<file path="src/rtl/disp_sched_if.sv">
// Requester/display bus of the display scheduler: four requester ports in,
// one latched display port out, plus the user controls.
interface disp_sched_if;
  logic        DISP_SWITCH;
  logic        AUTO;
  logic [3:0]  REQ;
  logic [37:0] PACKET_IN0;
  logic [37:0] PACKET_IN1;
  logic [37:0] PACKET_IN2;
  logic [37:0] PACKET_IN3;
  logic [4:0]  PC_IN0;
  logic [4:0]  PC_IN1;
  logic [4:0]  PC_IN2;
  logic [4:0]  PC_IN3;
  logic [3:0]  ACK;
  logic [37:0] PACKET_OUT;
  logic [4:0]  PC_OUT;
  logic [1:0]  SRC_ID;
  logic        VALID;
  logic        TOGLE;

  modport master (
    output DISP_SWITCH, AUTO, REQ,
    output PACKET_IN0, PACKET_IN1, PACKET_IN2, PACKET_IN3,
    output PC_IN0, PC_IN1, PC_IN2, PC_IN3,
    input  ACK, PACKET_OUT, PC_OUT, SRC_ID, VALID, TOGLE
  );

  modport slave (
    input  DISP_SWITCH, AUTO, REQ,
    input  PACKET_IN0, PACKET_IN1, PACKET_IN2, PACKET_IN3,
    input  PC_IN0, PC_IN1, PC_IN2, PC_IN3,
    output ACK, PACKET_OUT, PC_OUT, SRC_ID, VALID, TOGLE
  );
endinterface

</file>
<file path="src/rtl/disp_sched.sv">
// Round-robin display scheduler: latches one of four requester packets and
// holds it for a timed dwell (AUTO) or until the user presses the button.
module disp_sched #(
  parameter int unsigned HOLD_CYCLES = 16
) (
  input logic         CLK,
  input logic         RST,
  disp_sched_if.slave bus
);

  typedef enum logic {IDLE, HOLD} state_t;

  localparam logic [15:0] HOLD_LOAD = 16'(HOLD_CYCLES - 1);

  state_t      state_q, state_d;
  logic [15:0] cnt_q, cnt_d;
  logic [1:0]  ptr_q;
  logic        sw_q;
  logic [3:0]  ack_q;
  logic [37:0] pkt_q;
  logic [4:0]  pc_q;
  logic [1:0]  src_q;
  logic        valid_q;
  logic        togle_q;

  logic        press;
  logic        any_req;
  logic        latch;
  logic        found;
  logic [1:0]  idx;
  logic [1:0]  win;
  logic [37:0] win_pkt;
  logic [4:0]  win_pc;

  assign press   = bus.DISP_SWITCH & ~sw_q;
  assign any_req = |bus.REQ;

  // First requesting index at or after the round-robin pointer, wrapping.
  always_comb begin
    win   = '0;
    found = 1'b0;
    idx   = '0;
    for (int unsigned i = 0; i < 4; i++) begin
      idx = ptr_q + 2'(i);
      if (!found && bus.REQ[idx]) begin
        win   = idx;
        found = 1'b1;
      end
    end
  end

  always_comb begin
    win_pkt = '0;
    win_pc  = '0;
    case (win)
      2'd0: begin win_pkt = bus.PACKET_IN0; win_pc = bus.PC_IN0; end
      2'd1: begin win_pkt = bus.PACKET_IN1; win_pc = bus.PC_IN1; end
      2'd2: begin win_pkt = bus.PACKET_IN2; win_pc = bus.PC_IN2; end
      default: begin win_pkt = bus.PACKET_IN3; win_pc = bus.PC_IN3; end
    endcase
  end

  // A press and dwell expiry in the same cycle share one advance decision.
  always_comb begin
    state_d = state_q;
    cnt_d   = cnt_q;
    latch   = 1'b0;
    case (state_q)
      IDLE: begin
        if (any_req) latch = 1'b1;
      end
      HOLD: begin
        if (press || (bus.AUTO && cnt_q == '0)) begin
          if (any_req) latch = 1'b1;
          else         state_d = IDLE;
        end else if (bus.AUTO) begin
          cnt_d = cnt_q - 16'd1;
        end
      end
      default: state_d = IDLE;
    endcase
    if (latch) begin
      state_d = HOLD;
      cnt_d   = HOLD_LOAD;
    end
  end

  always_ff @(posedge CLK) begin
    if (RST) begin
      state_q <= IDLE;
      cnt_q   <= '0;
      ptr_q   <= '0;
      sw_q    <= 1'b0;
      ack_q   <= '0;
      pkt_q   <= '0;
      pc_q    <= '0;
      src_q   <= '0;
      valid_q <= 1'b0;
      togle_q <= 1'b0;
    end else begin
      state_q <= state_d;
      cnt_q   <= cnt_d;
      sw_q    <= bus.DISP_SWITCH;
      ack_q   <= '0;
      if (latch) begin
        ack_q   <= 4'b0001 << win;
        pkt_q   <= win_pkt;
        pc_q    <= win_pc;
        src_q   <= win;
        ptr_q   <= win + 2'd1;
        valid_q <= 1'b1;
        togle_q <= ~togle_q;
      end
    end
  end

  assign bus.ACK        = ack_q;
  assign bus.PACKET_OUT = pkt_q;
  assign bus.PC_OUT     = pc_q;
  assign bus.SRC_ID     = src_q;
  assign bus.VALID      = valid_q;
  assign bus.TOGLE      = togle_q;

endmodule

</file>
<file path="src/flat_wrapper.sv">
// flat-port wrapper written by rule: the top's interface ports become plain ports
module disp_sched_flat 
#(
  parameter int unsigned HOLD_CYCLES = 16
)
  (CLK, RST, bus_DISP_SWITCH, bus_AUTO, bus_REQ, bus_PACKET_IN0, bus_PACKET_IN1, bus_PACKET_IN2, bus_PACKET_IN3, bus_PC_IN0, bus_PC_IN1, bus_PC_IN2, bus_PC_IN3, bus_ACK, bus_PACKET_OUT, bus_PC_OUT, bus_SRC_ID, bus_VALID, bus_TOGLE);
  disp_sched_if bus_i ();
  input logic CLK;
  input logic RST;
  input wire logic [$bits(bus_i.DISP_SWITCH)-1:0] bus_DISP_SWITCH;
  input wire logic [$bits(bus_i.AUTO)-1:0] bus_AUTO;
  input wire logic [$bits(bus_i.REQ)-1:0] bus_REQ;
  input wire logic [$bits(bus_i.PACKET_IN0)-1:0] bus_PACKET_IN0;
  input wire logic [$bits(bus_i.PACKET_IN1)-1:0] bus_PACKET_IN1;
  input wire logic [$bits(bus_i.PACKET_IN2)-1:0] bus_PACKET_IN2;
  input wire logic [$bits(bus_i.PACKET_IN3)-1:0] bus_PACKET_IN3;
  input wire logic [$bits(bus_i.PC_IN0)-1:0] bus_PC_IN0;
  input wire logic [$bits(bus_i.PC_IN1)-1:0] bus_PC_IN1;
  input wire logic [$bits(bus_i.PC_IN2)-1:0] bus_PC_IN2;
  input wire logic [$bits(bus_i.PC_IN3)-1:0] bus_PC_IN3;
  output wire logic [$bits(bus_i.ACK)-1:0] bus_ACK;
  output wire logic [$bits(bus_i.PACKET_OUT)-1:0] bus_PACKET_OUT;
  output wire logic [$bits(bus_i.PC_OUT)-1:0] bus_PC_OUT;
  output wire logic [$bits(bus_i.SRC_ID)-1:0] bus_SRC_ID;
  output wire logic [$bits(bus_i.VALID)-1:0] bus_VALID;
  output wire logic [$bits(bus_i.TOGLE)-1:0] bus_TOGLE;
  assign bus_i.DISP_SWITCH = bus_DISP_SWITCH;
  assign bus_i.AUTO = bus_AUTO;
  assign bus_i.REQ = bus_REQ;
  assign bus_i.PACKET_IN0 = bus_PACKET_IN0;
  assign bus_i.PACKET_IN1 = bus_PACKET_IN1;
  assign bus_i.PACKET_IN2 = bus_PACKET_IN2;
  assign bus_i.PACKET_IN3 = bus_PACKET_IN3;
  assign bus_i.PC_IN0 = bus_PC_IN0;
  assign bus_i.PC_IN1 = bus_PC_IN1;
  assign bus_i.PC_IN2 = bus_PC_IN2;
  assign bus_i.PC_IN3 = bus_PC_IN3;
  assign bus_ACK = bus_i.ACK;
  assign bus_PACKET_OUT = bus_i.PACKET_OUT;
  assign bus_PC_OUT = bus_i.PC_OUT;
  assign bus_SRC_ID = bus_i.SRC_ID;
  assign bus_VALID = bus_i.VALID;
  assign bus_TOGLE = bus_i.TOGLE;
  disp_sched #(.HOLD_CYCLES(HOLD_CYCLES)) u_core (.CLK(CLK), .RST(RST), .bus(bus_i));
endmodule
</file>
<file path="config.mk">
export PLATFORM = sky130hd
export DESIGN_NAME = disp_sched_flat
export DESIGN_NICKNAME = d
export VERILOG_FILES = /design/src/rtl/disp_sched_if.sv /design/src/rtl/disp_sched.sv /design/src/flat_wrapper.sv
export SDC_FILE = /design/constraint.sdc
export NUM_CORES = 1
export LEC_CHECK = 0
export BUFFER_PORTS_ARGS = -buffer_cell sky130_fd_sc_hd__buf_2
export CORE_UTILIZATION = 47
export DETAILED_ROUTE_END_ITERATION = 12
export PLACE_DENSITY_LB_ADDON = 0.3
export SYNTH_ARGS = -nofsm -noshare
export SYNTH_HDL_FRONTEND = slang
export SYNTH_SLANG_ARGS = --single-unit
</file>
<file path="constraint.sdc">
create_clock -name CLK -period 5.7 [get_ports CLK]
set_input_delay 0.285 -clock CLK [delete_from_list [all_inputs] [get_ports CLK]]
set_output_delay 0.285 -clock CLK [all_outputs]
set_load 0.1 [all_outputs]
</file>
==> results of run 1 <==
==> sequential cells by signal, summed over array words and instances, names as in the netlist <==
signal and flops:
u_core.bus.PACKET_OUT 38, u_core.cnt_q 16, u_core.bus.PC_OUT 5, u_core.bus.ACK 4, u_core.bus.SRC_ID 2, u_core.ptr_q 2, u_core.bus.TOGLE 1, u_core.bus.VALID 1
u_core.state_q 1, u_core.sw_q 1
==> critical path, stage by stage (launching register included) <==
cell and delay [ns]:
sky130_fd_sc_hd__dfxtp_1 0.44, sky130_fd_sc_hd__mux2i_1 0.22, sky130_fd_sc_hd__nor2_1 0.05, sky130_fd_sc_hd__or3_1 0.46, sky130_fd_sc_hd__ha_1 0.58, sky130_fd_sc_hd__buf_4 0.38
sky130_fd_sc_hd__a222oi_1 0.42, sky130_fd_sc_hd__o21ai_0 0.13, sky130_fd_sc_hd__nand2_1 0.10, sky130_fd_sc_hd__a21oi_1 0.07
==> worst max-delay path by stage <==
stage	from	end	slack (ns)
after floorplan	u_core.ptr_q[1]$_SDFFE_PP0P_	u_core.bus.PACKET_OUT[10]$_SDFFE_PP0P_	3.37
after global placement	u_core.ptr_q[1]$_SDFFE_PP0P_	u_core.bus.PACKET_OUT[21]$_SDFFE_PP0P_	2.83
after detailed placement	u_core.ptr_q[1]$_SDFFE_PP0P_	u_core.bus.PACKET_OUT[21]$_SDFFE_PP0P_	2.75
after CTS	u_core.ptr_q[1]$_SDFFE_PP0P_	u_core.bus.PACKET_OUT[21]$_SDFFE_PP0P_	2.74
after global routing	u_core.ptr_q[1]$_SDFFE_PP0P_	u_core.bus.PACKET_OUT[20]$_SDFFE_PP0P_	2.45
final	u_core.ptr_q[1]$_SDFFE_PP0P_	u_core.bus.PACKET_OUT[21]$_SDFFE_PP0P_	2.72
==> per-stage QoR <==
stage | power (W) | cell area (um2)
after floorplan | 0.001218 | 3724
after global placement | 0.001382 | 4862
after detailed placement | 0.001395 | 4862
after CTS | 0.001791 | 5059
after global routing | 0.001874 | 5059
final | 0.001784 | 5059
==> where the power goes <==
part           internal [W]  total (W)  switching (W)
combinational      0.000198   0.000801       0.000604
clock              0.000211   0.000397       0.000185
sequential         0.000552   0.000586      0.0000332
total              0.000961    0.00178       0.000822
==> synth_stat cells, types with 6 or more instances <==
library cell,number
sky130_fd_sc_hd__a21oi_1,50
sky130_fd_sc_hd__a222oi_1,43
sky130_fd_sc_hd__clkbuf_1,30
sky130_fd_sc_hd__dfxtp_1,71
sky130_fd_sc_hd__ha_1,6
sky130_fd_sc_hd__inv_1,6
sky130_fd_sc_hd__nand2_1,137
sky130_fd_sc_hd__nor2_1,26
sky130_fd_sc_hd__o21ai_0,46
sky130_fd_sc_hd__xor2_1,6
==> metal layers <==
| metal | wire [um] | vias up | global-route usage, % |
|---|---|---|---|
| met4 | 281 | 0 | 12.17 |
| met3 | 851 | 23 | 4.606 |
| met2 | 6148 | 211 | 49.68 |
| met1 | 4635 | 2077 | 32.51 |
| li1 | - | 2185 | - |
| met5 | 0 | - | 0 |
==> cells by family (layout without fill, tap and decap cells) <==
family | count (synthesis) | after routing | synth area share, %
buffers and inverters | 48 | 255 | 5.712
AOI/OAI and AO/OA | 151 | 151 | 27.05
adders and majority gates | 6 | 6 | 2.016
DFF | 71 | 71 | 38.17
muxes | 1 | 1 | 0.2688
xor gates and xnor gates | 11 | 11 | 2.587
and+or+nand+nor | 202 | 202 | 24.19
==> final cells by class <==
cell class / count / area (um2) / area share [%]
Inverter: 6 / 22.52 / 0.4452
Sequential cell: 71 / 1421 / 28.10
Timing Repair Buffer: 234 / 1181 / 23.35
Multi-Input combinational cell: 371 / 2110 / 41.70
Tap cell: 102 / 127.6 / 2.523
Clock buffer: 10 / 137.6 / 2.721
Clock inverter: 5 / 58.81 / 1.163
==> PnR_summary.wiki, run 1 <==
{| class="wikitable"
! Metric !! Value
|-
| Share of final-layout standard cells stronger than drive strength 1 || 37.02%
|-
| Later-pin clock latency in the skew report || 0.34 ns
|-
| Worst EP arrival || 3.19 ns
|-
| Total routing resource utilization after global routing || 27.77%
|-
| Shortest clock period the worst path allows after layout || 2.981 ns
|-
| DRC || 0
|-
| Reg2Reg Depth || 9
|-
| Clock transition at the registers of the reported paths || 0.08 ns
|-
| Routability congestion estimate || 0.8481
|-
| Worst-case hold slack || 0.1726 ns
|-
| Reg-to-reg startpoint || u_core.ptr_q[1]$_SDFFE_PP0P_
|-
| Clock sink count || 71
|-
| Startpoint type of the worst setup path || register
|-
| Worst slew pin tran || 0.9843 ns
|-
| Core Area || 7687 um2
|-
| Cell count after placement || 784
|-
| Max Cap Violations || 0
|-
| Post-route antenna net violation count || 0
|-
| Count of flip-flops with a built-in enable after synthesis || 0
|-
| Post-synthesis sequential area ratio || 38.17%
|-
| Die ar. || 8283 um2
|-
| Number of gates resized after cts || 0
|-
| Number of setup buffers added after CTS || 0
|-
| Syn Nets || 676
|-
| Max-slew violation count || 0
|-
| Origin of the worst min-delay path || bus_DISP_SWITCH
|-
| Pin count of the biggest net entering global routing || 87
|-
| Die Y-Extent || 91.01 um
|-
| Total number of nets in the final design || 879
|-
| Clock skew || 0.01148 ns
|-
| Hold crit path type || in -> reg
|-
| Final-report setup violation count || 0
|-
| Setup Total Neg Slack || 0 ns
|-
| Number of instances on the worst hold path || 2
|-
| Overflow after GRT || 0
|-
| Floorplan die width || 91.01 um
|-
| DRT Pass-1 Iters || 10
|-
| Maximum root-to-sink buffer count || 2
|-
| Worst supply voltage drop on vdd || 0.0002336 V
|-
| Number of instances in the synthesized netlist || 490
|-
| Cell at the root of the clock tree || sky130_fd_sc_hd__clkbuf_8
|-
| Final number of hold-violating endpoints || 0
|-
| Share of flip-flops with an asynchronous set or reset after synthesis || 0%
|-
| Total number of vias || 4496
|-
| Setup repair after global routing missed its margin || no
|-
| Netlist area before placement || 3724 um2
|-
| Number of global-route vias before repair || 3934
|-
| TritonCTS clock tree || built
|-
| Tightest slew margin relative to the limit || 34.38%
|-
| Routed len/inst || 14.91 um
|-
| Count of buffers from port buffering || 230
|-
| Commonest non-fill, non-tap cells in the layout || 230 x sky130_fd_sc_hd__buf_2, 137 x sky130_fd_sc_hd__nand2_1, 71 x sky130_fd_sc_hd__dfxtp_1
|-
| Number of buffers inserted during clock tree synthesis || 9
|-
| Post-synthesis average cell area || 7.599 um2
|-
| Status || finished clean
|-
| Inserted Diodes || 0
|-
| Max Clock Freq || 335.4 MHz
|-
| Largest cells by area after synthesis || sky130_fd_sc_hd__dfxtp_1 38%, sky130_fd_sc_hd__nand2_1 14%, sky130_fd_sc_hd__a222oi_1 12%
|-
| Number of core rows || 32
|-
| Primary FF master, synth || sky130_fd_sc_hd__dfxtp_1
|-
| Number of distinct library cells after synthesis || 44
|-
| 1st-iter DRT viols || 310
|-
| Global-route wire length before repair || 18.33 mm
|-
| Crit path required time || 5.91 ns
|-
| Area added between synthesis and finish || 35.85%
|-
| Power density cells || 352.6 nW/um2
|-
| Max FO, Critical Path || 23
|-
| H-tree depth || 3
|-
| Post-placement worst setup slack || 2.751 ns
|-
| Vias per std cell || 5.627
|-
| Utilization after layout || 65.80%
|-
| Final worst-path setup slack || 2.719 ns
|-
| Worst reg-to-reg setup slack || 2.72 ns
|-
| Number of antenna violations at the first check in global routing || 0
|-
| DPL Wire Length || 8.591 mm
|-
| CP Capture Type || register
|-
| Hold endpoint || u_core.sw_q$_SDFF_PP0_
|-
| WS Path Type || reg -> reg
|-
| Warnings, synthesis || 0
|-
| LEAKAGE || 2.329 nW
|-
| Most frequent standard cell in the layout excluding fill and tap cells || sky130_fd_sc_hd__buf_2
|-
| Fillers || 709
|-
| Synth top area share || 38.17%
|-
| Period Utilization, post-route || 52.31%
|-
| Flops & latches, synth || 71
|-
| Final non-filler cell total || 799
|-
| Destination of the worst register-to-register timing path || u_core.bus.PACKET_OUT[21]$_SDFFE_PP0P_
|-
| Routed Wire Length || 11.92 mm
|-
| Effective utilization at floorplan || 48.44%
|-
| Leading area contributor after synthesis || sky130_fd_sc_hd__dfxtp_1
|-
| Top-Level Pins || 231
|-
| Cts hold-fix bufs || 0
|}
(Power assumes the default switching activity.)
==> run 2: changes to the inputs <==
--- a/config.mk
+++ b/config.mk
@@ -6,7 +6,7 @@
 export NUM_CORES = 1
 export LEC_CHECK = 0
 export BUFFER_PORTS_ARGS = -buffer_cell sky130_fd_sc_hd__buf_2
-export CORE_UTILIZATION = 47
+export CORE_UTILIZATION = 43
 export DETAILED_ROUTE_END_ITERATION = 12
 export PLACE_DENSITY_LB_ADDON = 0.3
 export SYNTH_ARGS = -nofsm -noshare
==> constraint.sdc (replaced) <==
create_clock -name CLK -period 2.8 [get_ports CLK]
set_input_delay 0.14 -clock CLK [delete_from_list [all_inputs] [get_ports CLK]]
set_output_delay 0.14 -clock CLK [all_outputs]
set_load 0.1 [all_outputs]
==> run 2 against run 1 <==
Effect of this change:
- wire length is 3.2% higher
- count of clock-buffer cells in the layout is 1 higher
- critical path depth stayed put
==> PnR_summary.wiki, run 2 (synthesis gave the netlist of run 1 again) <==
{| class="wikitable"
! Metric !! Value
|-
| Sw Share || 45.71% (-0.39 points)
|-
| Worst EP arrival || 2.84 ns (-0.35 ns)
|-
| Routed Wire Length || 12.29 mm (+3.2%)
|-
| Setup Total Neg Slack || 0 ns (unchanged)
|-
| Max-slew violation count || 0 (unchanged)
|-
| WS Path Type || reg -> reg
|-
| Total number of vias || 4473 (-0.51%)
|-
| Utilization after layout || 61.63% (-4.2 points)
|-
| Die Y-Extent || 95.06 um (+4.4%)
|-
| Final-report setup violation count || 0 (unchanged)
|-
| Routed len/inst || 15.21 um (+2.0%)
|-
| Routability congestion estimate || 0.8688 (+2.4%)
|-
| LEAKAGE || 2.375 nW (+2.0%)
|-
| Pin count of the biggest net entering global routing || 87 (unchanged)
|-
| CP Capture Type || register
|-
| Status || finished clean
|-
| Setup repair after global routing missed its margin || no
|-
| Core Area || 8299 um2 (+8.0%)
|-
| Share of total power in combinational logic || 45.2% (+0.3 points)
|-
| Final non-filler cell total || 808 (+1.1%)
|-
| Top-Level Pins || 231 (unchanged)
|-
| Post-route antenna net violation count || 0 (unchanged)
|-
| Number of gates resized after cts || 0 (unchanged)
|-
| H-tree depth || 3 (unchanged)
|-
| Flip-flop count of the largest register, all copies and words added || 38 (unchanged)
|-
| Later-pin clock latency in the skew report || 0.34 ns (about the same)
|-
| Number of buffers inserted during clock tree synthesis || 9 (unchanged)
|-
| Max FO, Critical Path || 43 (+87%)
|-
| Tightest slew margin relative to the limit || 50.77% (+16 points)
|-
| Period Utilization, post-route || 94.10% (+42 points)
|-
| Commonest non-fill, non-tap cells in the layout || 230 x sky130_fd_sc_hd__buf_2, 137 x sky130_fd_sc_hd__nand2_1, 71 x sky130_fd_sc_hd__dfxtp_1
|-
| DPL Wire Length || 9.019 mm (+5.0%)
|-
| Effective utilization at floorplan || 44.87% (-3.6 points)
|-
| Number of global-route vias before repair || 3926 (-0.20%)
|-
| Total routing resource utilization after global routing || 26.24% (-1.5 points)
|-
| Total number of nets in the final design || 885 (+0.68%)
|-
| Clock skew || 0.008962 ns (-0.002514 ns)
|-
| Shortest clock period the worst path allows after layout || 2.635 ns (-0.3467 ns)
|-
| Final number of hold-violating endpoints || 0 (unchanged)
|-
| Total net switching power || 0.001675 W (+100%)
|-
| Area of all placed cells without fillers || 5115 um2 (+1.1%)
|-
| Cell count after placement || 793 (+1.1%)
|-
| Number of setup buffers added after CTS || 0 (unchanged)
|-
| Internal power || 0.001990 W (+110%)
|-
| Crit path required time || 3.00 ns (-2.91 ns)
|-
| Maximum root-to-sink buffer count || 2 (unchanged)
|-
| Worst supply voltage drop on vdd || 0.0005147 V (+120%)
|-
| Global-route wire length before repair || 18.30 mm (-0.15%)
|-
| Power density cells || 716.5 nW/um2 (+100%)
|-
| Worst slew pin tran || 0.7317 ns (-0.2526 ns)
|-
| TritonCTS clock tree || built
|-
| Cts hold-fix bufs || 0 (unchanged)
|-
| DRC || 0 (unchanged)
|-
| Inserted Diodes || 0 (unchanged)
|-
| Area added between synthesis and finish || 37.37%
|-
| Clock share of power || 22.4% (+0.2 points)
|-
| Cell Area, Placed || 4918 um2 (+1.2%)
|-
| Floorplan die width || 95.06 um (+4.4%)
|-
| Most frequent standard cell in the layout excluding fill and tap cells || sky130_fd_sc_hd__buf_2
|-
| Clock transition at the registers of the reported paths || 0.08 ns (about the same)
|-
| Clock sink count || 71 (unchanged)
|-
| Startpoint type of the worst setup path || register
|-
| Worst-case hold slack || 0.03475 ns (-0.1379 ns)
|-
| Share of final-layout standard cells stronger than drive strength 1 || 37.27% (+0.25 points)
|-
| Max Clock Freq || 379.5 MHz (+13%)
|-
| DRT Pass-1 Iters || 9 (-1)
|-
| Overflow after GRT || 0 (unchanged)
|-
| Vias per std cell || 5.536 (-1.6%)
|-
| Max Cap Violations || 0 (unchanged)
|-
| Die ar. || 9035 um2 (+9.1%)
|-
| Number of antenna violations at the first check in global routing || 0 (unchanged)
|-
| Hold crit path type || in -> reg
|-
| Cell at the root of the clock tree || sky130_fd_sc_hd__clkbuf_8
|-
| Sequential Power Share || 32.4% (-0.4 points)
|-
| 1st-iter DRT viols || 325 (+4.8%)
|-
| Number of core rows || 33 (+3.1%)
|-
| Count of buffers from port buffering || 230 (unchanged)
|}
==> run 2: cell type report <==
class	instances	area [um2]
Tap cell	105	131.4
Inverter	6	22.52
Clock buffer	11	151.4
Timing Repair Buffer	240	1239
Clock inverter	4	45.04
Multi-Input combinational cell	371	2105
Fill cell	787	3184
Sequential cell	71	1421
==> run 2: power groups by stage <==
stage | Combinational, W | Sequential (W) | Clock, W
3_5_place_dp | 0.00165 | 0.00121 | 0
3_3_place_gp | 0.00163 | 0.00121 | 0
5_1_grt | 0.00176 | 0.00120 | 0.000871
2_1_floorplan | 0.000546 | 0.00193 | 0
6_report | 0.00166 | 0.00119 | 0.000819
4_1_cts | 0.00166 | 0.00119 | 0.000832
==> run 2: critical path, cell delays in order, from the launching register on <==
cell                       delay, ns
sky130_fd_sc_hd__dfxtp_1        0.43
sky130_fd_sc_hd__mux2i_1        0.23
sky130_fd_sc_hd__nor2_1         0.05
sky130_fd_sc_hd__or3_1          0.47
sky130_fd_sc_hd__ha_1           0.26
sky130_fd_sc_hd__buf_4          0.29
sky130_fd_sc_hd__a222oi_1       0.43
sky130_fd_sc_hd__o21ai_0        0.17
sky130_fd_sc_hd__nand2_1        0.10
sky130_fd_sc_hd__a21oi_1        0.06
==> run 2: path summary, 6_finish.rpt <==
check	from	to	slack (ns)	cells after the start
max	u_core.ptr_q[1]$_SDFFE_PP0P_	u_core.bus.PACKET_OUT[0]$_SDFFE_PP0P_	0.17	9
max reg2reg	u_core.ptr_q[1]$_SDFFE_PP0P_	u_core.bus.PACKET_OUT[0]$_SDFFE_PP0P_	0.17	9
min	bus_DISP_SWITCH	u_core.sw_q$_SDFF_PP0_	0.03	2
min reg2reg	u_core.bus.PACKET_OUT[28]$_SDFFE_PP0P_	u_core.bus.PACKET_OUT[28]$_SDFFE_PP0P_	0.45	2
==> run 2: metal layers <==
layer	wire length, um	global-route usage [%]	vias to the layer above
li1	-	-	2201
met1	4880	31.47	2064
met2	6471	47.84	194
met3	755	4.067	14
met4	185	8.081	0
met5	0	0	-
==> run 2: metrics by stage <==
stage | power (W) | worst slack [ns]
final | 0.003665 | 0.1653
after CTS | 0.003679 | 0.1963
after floorplan | 0.002480 | 0.4653
after global routing | 0.003836 | 0.01184
after detailed placement | 0.002861 | 0.2482
after global placement | 0.002840 | 0.3397
